File: src/rtl/spi_text_writer_pkg.sv
// Shared constants for the SPI text writer: default geometry, ASCII control codes
// and the controller state encoding.
package spi_text_writer_pkg;

    localparam int COLS_DEF = 80;
    localparam int ROWS_DEF = 30;

    localparam logic [7:0] ASCII_SPACE = 8'h20;
    localparam logic [7:0] ASCII_BS    = 8'h08;
    localparam logic [7:0] ASCII_LF    = 8'h0A;
    localparam logic [7:0] ASCII_FF    = 8'h0C;
    localparam logic [7:0] ASCII_CR    = 8'h0D;

    typedef enum logic {
        ST_IDLE  = 1'b0,
        ST_CLEAR = 1'b1
    } state_t;

    function automatic logic is_printable(input logic [7:0] b);
        return (b >= 8'h20) && (b <= 8'h7E);
    endfunction

endpackage

File: src/rtl/spi_text_writer_byte_rx.sv
// SPI mode-0 byte receiver: synchronises SCLK/MOSI/CS into clk, samples MOSI on the
// synchronised SCLK rising edge and emits one-cycle rx_valid with the assembled byte.
module spi_byte_rx (
    input  logic       i_clk,
    input  logic       i_rst,
    input  logic       i_sclk,
    input  logic       i_mosi,
    input  logic       i_cs_n,
    output logic [7:0] o_rx_byte,
    output logic       o_rx_valid
);

    logic [2:0] r_sclk;
    logic [1:0] r_mosi;
    logic [1:0] r_cs_n;
    logic [2:0] r_cnt;
    logic [6:0] r_shift;

    logic w_rise;
    logic w_cs_n;
    logic w_take;

    assign w_rise = r_sclk[1] & ~r_sclk[2];
    assign w_cs_n = r_cs_n[1];
    // The 8th edge completes its byte even if CS rises in the same cycle.
    assign w_take = w_rise & (~w_cs_n | (r_cnt == 3'd7));

    always_ff @(posedge i_clk) begin
        if (i_rst) begin
            r_sclk     <= '0;
            r_mosi     <= '0;
            r_cs_n     <= 2'b11;
            r_cnt      <= '0;
            r_shift    <= '0;
            o_rx_byte  <= '0;
            o_rx_valid <= 1'b0;
        end else begin
            r_sclk     <= {r_sclk[1:0], i_sclk};
            r_mosi     <= {r_mosi[0], i_mosi};
            r_cs_n     <= {r_cs_n[0], i_cs_n};
            o_rx_valid <= 1'b0;
            if (w_take) begin
                if (r_cnt == 3'd7) begin
                    o_rx_byte  <= {r_shift, r_mosi[1]};
                    o_rx_valid <= 1'b1;
                    r_cnt      <= '0;
                end else begin
                    r_shift <= {r_shift[5:0], r_mosi[1]};
                    r_cnt   <= r_cnt + 3'd1;
                end
            end else if (w_cs_n) begin
                r_cnt   <= '0;
                r_shift <= '0;
            end
        end
    end

endmodule

File: src/rtl/spi_text_writer.sv
// Turns SPI-received ASCII into text-RAM writes, tracking a linear cursor and
// sweeping spaces through the buffer on form feed.
//   state    | meaning
//   ST_IDLE  | act on received bytes: print, move cursor, or start a clear
//   ST_CLEAR | write a space to every cell 0..N-1, one per cycle; bytes dropped
module spi_text_writer
    import spi_text_writer_pkg::*;
#(
    parameter int COLS   = COLS_DEF,
    parameter int ROWS   = ROWS_DEF,
    parameter int ADDR_W = 12
) (
    input  logic              i_clk,
    input  logic              i_rst,
    input  logic              i_spi_sclk,
    input  logic              i_spi_mosi,
    input  logic              i_spi_cs_n,
    output logic              o_wr_en,
    output logic [ADDR_W-1:0] o_wr_addr,
    output logic [7:0]        o_wr_data,
    output logic [ADDR_W-1:0] o_cursor,
    output logic              o_busy,
    output logic              o_overrun
);

    localparam int N = COLS * ROWS;
    localparam logic [ADDR_W-1:0] LAST     = ADDR_W'(N - 1);
    localparam logic [ADDR_W-1:0] COL_LAST = ADDR_W'(COLS - 1);
    localparam logic [ADDR_W-1:0] ROW_STEP = ADDR_W'(COLS);
    localparam logic [ADDR_W-1:0] LAST_ROW = ADDR_W'(N - COLS);
    localparam logic [ADDR_W-1:0] ONE      = ADDR_W'(1);

    logic [7:0]        w_rx_byte;
    logic              w_rx_valid;
    logic [ADDR_W-1:0] w_row_next;

    state_t            r_state;
    logic [ADDR_W-1:0] r_cursor;
    logic [ADDR_W-1:0] r_col;
    logic [ADDR_W-1:0] r_row;
    logic [ADDR_W-1:0] r_clr;
    logic              r_wr_en;
    logic [ADDR_W-1:0] r_wr_addr;
    logic [7:0]        r_wr_data;
    logic              r_busy;
    logic              r_overrun;

    spi_byte_rx u_rx (
        .i_clk      (i_clk),
        .i_rst      (i_rst),
        .i_sclk     (i_spi_sclk),
        .i_mosi     (i_spi_mosi),
        .i_cs_n     (i_spi_cs_n),
        .o_rx_byte  (w_rx_byte),
        .o_rx_valid (w_rx_valid)
    );

    // Cursor is kept as row start + column so CR/LF need no division.
    assign w_row_next = (r_row == LAST_ROW) ? '0 : r_row + ROW_STEP;

    always_ff @(posedge i_clk) begin
        if (i_rst) begin
            r_state   <= ST_IDLE;
            r_cursor  <= '0;
            r_col     <= '0;
            r_row     <= '0;
            r_clr     <= '0;
            r_wr_en   <= 1'b0;
            r_wr_addr <= '0;
            r_wr_data <= '0;
            r_busy    <= 1'b0;
            r_overrun <= 1'b0;
        end else begin
            r_wr_en <= 1'b0;
            case (r_state)
                ST_IDLE: begin
                    r_busy <= 1'b0;
                    if (w_rx_valid) begin
                        if (is_printable(w_rx_byte)) begin
                            r_wr_en   <= 1'b1;
                            r_wr_addr <= r_cursor;
                            r_wr_data <= w_rx_byte;
                            if (r_cursor == LAST) begin
                                r_cursor <= '0;
                                r_col    <= '0;
                                r_row    <= '0;
                            end else begin
                                r_cursor <= r_cursor + ONE;
                                if (r_col == COL_LAST) begin
                                    r_col <= '0;
                                    r_row <= w_row_next;
                                end else begin
                                    r_col <= r_col + ONE;
                                end
                            end
                        end else begin
                            case (w_rx_byte)
                                ASCII_CR: begin
                                    r_cursor <= r_row;
                                    r_col    <= '0;
                                end
                                ASCII_LF: begin
                                    r_cursor <= w_row_next;
                                    r_row    <= w_row_next;
                                    r_col    <= '0;
                                end
                                ASCII_BS: begin
                                    r_wr_en   <= 1'b1;
                                    r_wr_data <= ASCII_SPACE;
                                    if (r_cursor == '0) begin
                                        r_cursor  <= LAST;
                                        r_wr_addr <= LAST;
                                        r_col     <= COL_LAST;
                                        r_row     <= LAST_ROW;
                                    end else begin
                                        r_cursor  <= r_cursor - ONE;
                                        r_wr_addr <= r_cursor - ONE;
                                        if (r_col == '0) begin
                                            r_col <= COL_LAST;
                                            r_row <= r_row - ROW_STEP;
                                        end else begin
                                            r_col <= r_col - ONE;
                                        end
                                    end
                                end
                                ASCII_FF: begin
                                    r_state <= ST_CLEAR;
                                    r_clr   <= '0;
                                end
                                default: ;
                            endcase
                        end
                    end
                end
                ST_CLEAR: begin
                    r_wr_en   <= 1'b1;
                    r_wr_addr <= r_clr;
                    r_wr_data <= ASCII_SPACE;
                    r_busy    <= 1'b1;
                    if (w_rx_valid) r_overrun <= 1'b1;
                    if (r_clr == LAST) begin
                        r_state  <= ST_IDLE;
                        r_cursor <= '0;
                        r_col    <= '0;
                        r_row    <= '0;
                    end else begin
                        r_clr <= r_clr + ONE;
                    end
                end
                default: r_state <= ST_IDLE;
            endcase
        end
    end

    assign o_wr_en   = r_wr_en;
    assign o_wr_addr = r_wr_addr;
    assign o_wr_data = r_wr_data;
    assign o_cursor  = r_cursor;
    assign o_busy    = r_busy;
    assign o_overrun = r_overrun;

endmodule

File: config.mk
export PLATFORM = sky130hd
export DESIGN_NAME = spi_text_writer
export DESIGN_NICKNAME = d
export VERILOG_FILES = /design/src/rtl/spi_text_writer_pkg.sv /design/src/rtl/spi_text_writer_byte_rx.sv /design/src/rtl/spi_text_writer.sv
export SDC_FILE = /design/constraint.sdc
export NUM_CORES = 1
export LEC_CHECK = 0
export ABC_AREA = 1
export ABC_CLOCK_PERIOD_IN_PS = 2470
export CAP_MARGIN = 20
export CORE_MARGIN = 10
export CORE_UTILIZATION = 30
export DETAILED_ROUTE_END_ITERATION = 10
export GPL_TIMING_DRIVEN = 0
export PLACE_DENSITY = 0.55
export SYNTH_ARGS = -nofsm -noshare
export SYNTH_HDL_FRONTEND = slang
export SYNTH_HIERARCHICAL = 1
export SYNTH_SLANG_ARGS = --single-unit
File: constraint.sdc
create_clock -name i_clk -period 2.47 [get_ports i_clk]
set_input_delay 0.247 -clock i_clk [delete_from_list [all_inputs] [get_ports i_clk]]
set_output_delay 0.247 -clock i_clk [all_outputs]
set_load 0.005 [all_outputs]
# [Yosys cells after proc, flatten, opt, wreduce, memory -nomap -nowiden]
# Index checks and enable logic that the tools add are counted.
[totals] regBits=98 inputBits=5 out_inout_bits=35 wordCells=123
[classes] addsub=8 magnitude_cmp=2 n_eq_ne=21 n_mux=54 bitwise=7 reduce_logical=14
[ops] cell="$mux W12" n=25
[ops] cell="$pmux W12 S2" n=7
[ops] cell="$add A12 B1 Y12 const B" n=3
[ops] cell="$eq A12 B12 Y1 const B" n=3
[ops] cell="$pmux W12 S3" n=1
[ops] cell="$eq A8 B4 Y1 const B" n=4
[ops] cell="$logic_not A12 Y1" n=2
[ops] cell="$mux W8" n=3
[ops] cell="$sub A12 B1 Y12 const B" n=2
[ops] cell="$mux W7" n=3
[ops] cell="$pmux W8 S2" n=1
[ops] cell="$add A12 B7 Y12 const B" n=1
[ops] cell="$eq A12 B7 Y1 const B" n=1
[ops] cell="$sub A12 B7 Y12 const B" n=1
[ops] cell="$mux W3" n=3
[ops] cell="$ge A8 B6 Y1 const B" n=1
[ops] cell="$le A8 B7 Y1 const B" n=1
[ops] cell="$mux W1" n=8
[ops] cell="$reduce_and A2 Y1" n=4
[ops] cell="$ne A2 B1 Y1 const B" n=3
[ops] cell="$ne A2 B2 Y1 const B" n=3
[ops] cell="$pmux W1 S2" n=3
[ops] cell="$reduce_and A3 Y1" n=2
[ops] cell="$ne A5 B2 Y1 const B" n=1
[ops] cell="other kinds (15)" n=20

# [Logic depth before layout (Yosys ltp)]
[logic_depth] depth_word=7 mapped_depth=14 ltp_nobuf=13

# [By module]
# Netlist, hierarchy kept.
[by_module_without_submodules] mod="spi_text_writer" instances=1 cells_per_inst=847 area_per_inst_um2=5104.9 seq_area_each_um2=1441.4
[by_module_without_submodules] mod="spi_byte_rx" instances=1 cells_per_inst=129 area_per_inst_um2=1032.2 seq_area_each_um2=520.5

# [Worst setup path after synthesis]
# Ideal clock, no wire load.
[synth_timing] path_type="reg2reg" start="reg r_cursor[0] (netlist: o_cursor[0])" end="reg r_row[10]" setup_ps=70 arrival_ps=1660 t_required_ps=2400 path_slack_ps=740 stages_incl_launch_ff=11 n_path_buf=0 synth_period_minus_slack_ps=1730 path_cell_list="dfxtp_1 -> inv_1 -> ha_1 -> and2_1 -> nand3b_1 -> nand2_1 -> inv_2 -> nand3b_1 -> nand3_1 -> nand2_1 -> a21oi_1"
[synth_between] elab_chain_cells=6 word_cells_on_any_way=11 cone_classes="eq/ne: 3; mux: 6; reduce/logical: 2"
[synth_lines] element="from (decl)" line="spi_text_writer.sv:38" source="logic [ADDR_W-1:0] r_cursor;"
[synth_lines] element="from (signal assigned)" line="spi_text_writer.sv:88" source="r_cursor <= r_cursor + ONE;"
[synth_lines] element="from (signal assigned)" line="spi_text_writer.sv:99" source="r_cursor <= r_row;"
[synth_lines] element="from (signal assigned)" line="spi_text_writer.sv:103" source="r_cursor <= w_row_next;"
[synth_lines] element="$logic_not A12 Y1" line="spi_text_writer.sv:110" source="if (r_cursor == '0) begin"
[synth_lines] element="$mux W12" line="spi_text_writer.sv:110"
[synth_lines] element="$pmux W12 S2" line="spi_text_writer.sv:97" source="case (w_rx_byte)"
[synth_lines] element="$mux W12" line="spi_text_writer.sv:79" source="if (is_printable(w_rx_byte)) begin"
[synth_lines] element="$mux W12" line="spi_text_writer.sv:78" source="if (w_rx_valid) begin"
[synth_lines] element="$pmux W12 S2" line="spi_text_writer.sv:75" source="case (r_state)"
[synth_lines] element="to (signal assigned)" line="spi_text_writer.sv:91" source="r_row <= w_row_next;"
[synth_lines] element="to (signal assigned)" line="spi_text_writer.sv:104" source="r_row <= w_row_next;"
[synth_lines] element="to (signal assigned)" line="spi_text_writer.sv:120" source="r_row <= r_row - ROW_STEP;"
[synth_lines] element="to (decl)" line="spi_text_writer.sv:40" source="logic [ADDR_W-1:0] r_row;"
# Parallel ways exist; a longest one is shown, timed or not. The select of a mux whose other input is x is not followed.
# A chain may end at the register's enable or synchronous reset.

# [Worst setup path after layout]
[layout_timing] start="reg r_cursor[0] (netlist: o_cursor[0])" end="reg r_cursor[4] (netlist: o_cursor[4])"
[layout_between] elab_chain_cells=6 word_cells_on_any_way=10 cone_classes="add/sub: 2; eq/ne: 1; mux: 6; reduce/logical: 1"
[layout_lines] element="$sub A12 B1 Y12 / $logic_not A12 Y1 (equally long branches)" line="spi_text_writer.sv:116, spi_text_writer.sv:110"
[layout_lines] element="$mux W12" line="spi_text_writer.sv:110"
[layout_lines] element="$pmux W12 S3" line="spi_text_writer.sv:97"
[layout_lines] element="$mux W12 (*)" line="spi_text_writer.sv:79"
[layout_lines] element="$mux W12 (*)" line="spi_text_writer.sv:78"
[layout_lines] element="$pmux W12 S2 (*)" line="spi_text_writer.sv:75"
# Every way passes the cells marked *; elsewhere a longest branch is shown, timed or not. The select of a mux whose other input is x is not followed.

==> reports/results.ini <==
[sta]
rsz0062_at_grt = false
post-route-period-util_pct = 93.21
slew_headroom_pct = 50.11
holdWs_ns = 0.3924
period_needed_ns = 2.302
finalMaxSlewViolations = 0
worstMarginPinSlew_ns = 0.7484
hold_viol_final = 0
worst_clock_skew_ns = 0.01142
final-setup-viol-count = 0
fin_ws_ns = 0.1677
fmax_ghz = 0.4343
fin_tns_setup_ns = 0

[logic_synthesis]
syn_area_sq_um = 6137
async_reset_ff_share_pct = 0
syn-num-nets = 993
netlist_instances = 976
synth_ff_type = dfxtp_1
yosysUniqueCellTypes = 43
syn_area_per_cell_sq_um = 6.288
yosysWarnings = 6
ys_seq_area_share_pct = 31.97
ys_seq_elements = 98
synth-edff-count = 0

[layout]
antenna_cells = 0
register_area_sq_um = 1964
nets = 1043
layout_common_cells = nand2_1, nor2_1, nand3_1
drive_above_1_share_pct = 9.020
multi_input_area_sq_um = 3567
final_common_cell = nand2_1
fillers = 2292
syn_to_final_growth_pct = 16.76

[worst_setup_path]
cp.required_ns = 2.69
startpoint_type = flop
crit_start = o_cursor[0]
r2r-start = o_cursor[0]
critPathMaxFanout = 10
r2r_cells = 12
crit_path_end_kind = flop
cp.arrival_ns = 2.52
worstSetupPathType = flop to flop

[global_routing]
grt-ovfl-total = 0
grt_max_degree = 20
grt_pass1_wl_microns = 32090
antenna_found_initial = 0
grt.total_usage_pct = 15.12
first_global_vias = 6079

[pwr]
pwr-share-clk_pct = 46.4
seqPwrFrac_pct = 51.1
ir_drop_uv = 302.9
p_comb_share_pct = 2.5
p_per_area_nw_per_um2 = 435.0
p_total_w = 0.003117
intPower_w = 0.002323
netSwitchingPower_w = 0.0007940
swShare_pct = 25.47
leakagePower_nw = 2.961

[route]
vias_per_cell = 4.970
drc_errors = 0
drt_iter0_drc = 581
firstDrtPassIters = 5
ant_nets = 0
routedWlPerCell_microns = 15.57
routed_wl_microns = 20260
vias = 6466

[cts]
cts-root-buf = clkbuf_16
tritoncts = built
numCtsBuffers = 9
ctsHoldBuffers = 0
postCtsSetupBuffers = 0
post_cts_resized = 0
cts_sinks = 98
clk_latency_ns = 0.36
clk_pin_slew_ns = 0.08
ctsHtreeMaxLevel = 3
clockBufferDepth = 2

[placement]
gp_congestion = 0.9211
portBuffers = 39
dp_hpwl_microns = 15260
dp_slack_ns = 0.06101

[floorplan]
num_rows = 52
die_w_microns = 163.0
core_sq_um = 20170
start_util_pct = 30.43
die_h_microns = 163.0
ioPinCount = 40
dieArea_sq_um = 26580

[worst_hold_path]
hp-class = primary input to flop
worstHoldPathCells = 3
min_from = i_spi_sclk

[job]
drv_cap = 0

[run_status]
status = completed

-- per-layer routing --
metal  up-vias  global-route usage (%)  part of all wire, %
li1       3274                       -                    -
met1      2996                   20.70                   48
met2       177                   23.69                   44
met3        19                   3.222                  6.6
met4         0                   3.648                  1.4
met5         -                       0                    0
-- critical path, cell delays in order, from the launching register on --
cell and delay [ns]:
dfxtp_2 0.43, inv_1 0.11, ha_1 0.22, and2_1 0.18
nand3b_1 0.20, buf_2 0.28, nand2_1 0.17, nand2_1 0.10
nand2_1 0.05, o21ai_0 0.21, nand2_1 0.10, nand2_1 0.07
a21oi_1 0.05
-- cell usage after synthesis, drive strengths merged, types with 3 or more instances --
| master | number | area [sq um] |
|---|---|---|
| dfxtp | 98 | 1962 |
| clkinv | 3 | 11.26 |
| o21ai | 49 | 245.2 |
| nand3b | 5 | 37.54 |
| xor2 | 16 | 140.1 |
| nor3 | 17 | 90.09 |
| clkbuf | 15 | 58.81 |
| o211ai | 3 | 22.52 |
| a22oi | 5 | 37.54 |
| or2 | 7 | 43.79 |
| o31ai | 6 | 45.04 |
| inv | 105 | 396.6 |
| ha | 12 | 150.1 |
| a31oi | 7 | 43.79 |
| nand4 | 13 | 87.58 |
| nand2 | 270 | 1044 |
| nor2 | 124 | 505.5 |
| a21oi | 74 | 385.4 |
| nand3 | 105 | 550.5 |
| buf | 23 | 146.4 |
| o22ai | 9 | 56.30 |
-- stage by stage --
| stage | cells | cell area [sq um] | util (%) |
|---|---|---|---|
| 2_1_floorplan | 976 | 6137 | - |
| 3_3_place_gp | 1285 | 6865 | 34.04 |
| 3_5_place_dp | 1285 | 6865 | 34.04 |
| 4_1_cts | 1301 | 7158 | 35.49 |
| 5_1_grt | 1301 | 7166 | 35.53 |
| 6_report | 1301 | 7166 | 35.53 |
-- power groups by stage --
stage               registers (W)  clock network, W  logic [W]
finish                    0.00159           0.00145  0.0000772
global route              0.00159           0.00154  0.0000866
CTS                       0.00159           0.00148  0.0000785
detailed placement        0.00163                 0  0.0000784
global placement          0.00163                 0  0.0000787
floorplan                 0.00163                 0  0.0000486
-- logic make-up after synthesis --
family	synth area share, %
simple gates	38.88
compound gates	14.15
buf+inv	9.990
flops	31.97
xor+xnor	2.569
fa+ha+maj	2.446
-- final cells by class --
type | count | share of cell area (%)
Clock buffer | 9 | 3.143
Inverter | 108 | 5.692
Buffer | 38 | 2.864
Timing Repair Buffer | 39 | 5.448
Multi-Input combinational cell | 732 | 49.78
Sequential cell | 98 | 27.41
Clock inverter | 7 | 0.9429
Tap cell | 270 | 4.715
-- sequential cells by signal, indices dropped and copies added (netlist names), 2 cells and up --
| signal | flops |
|---|---|
| o_cursor | 12 |
| o_wr_addr | 12 |
| o_wr_data | 8 |
| r_clr | 12 |
| r_col | 12 |
| r_row | 12 |
| u_rx/o_rx_byte | 8 |
| u_rx/r_cnt | 3 |
| u_rx/r_cs_n | 2 |
| u_rx/r_mosi | 2 |
| u_rx/r_sclk | 3 |
| u_rx/r_shift | 7 |
-- path summary, 6_finish.rpt --
| path | end | slack [ns] |
|---|---|---|
| setup reg to reg | o_cursor[4] | 0.17 |
| hold reg to reg | u_rx/r_sclk[1] | 0.40 |
| hold / removal | u_rx/r_sclk[0] | 0.39 |
| setup / recovery | o_cursor[4] | 0.17 |
No activity file was read; power rests on OpenSTA's default activity.
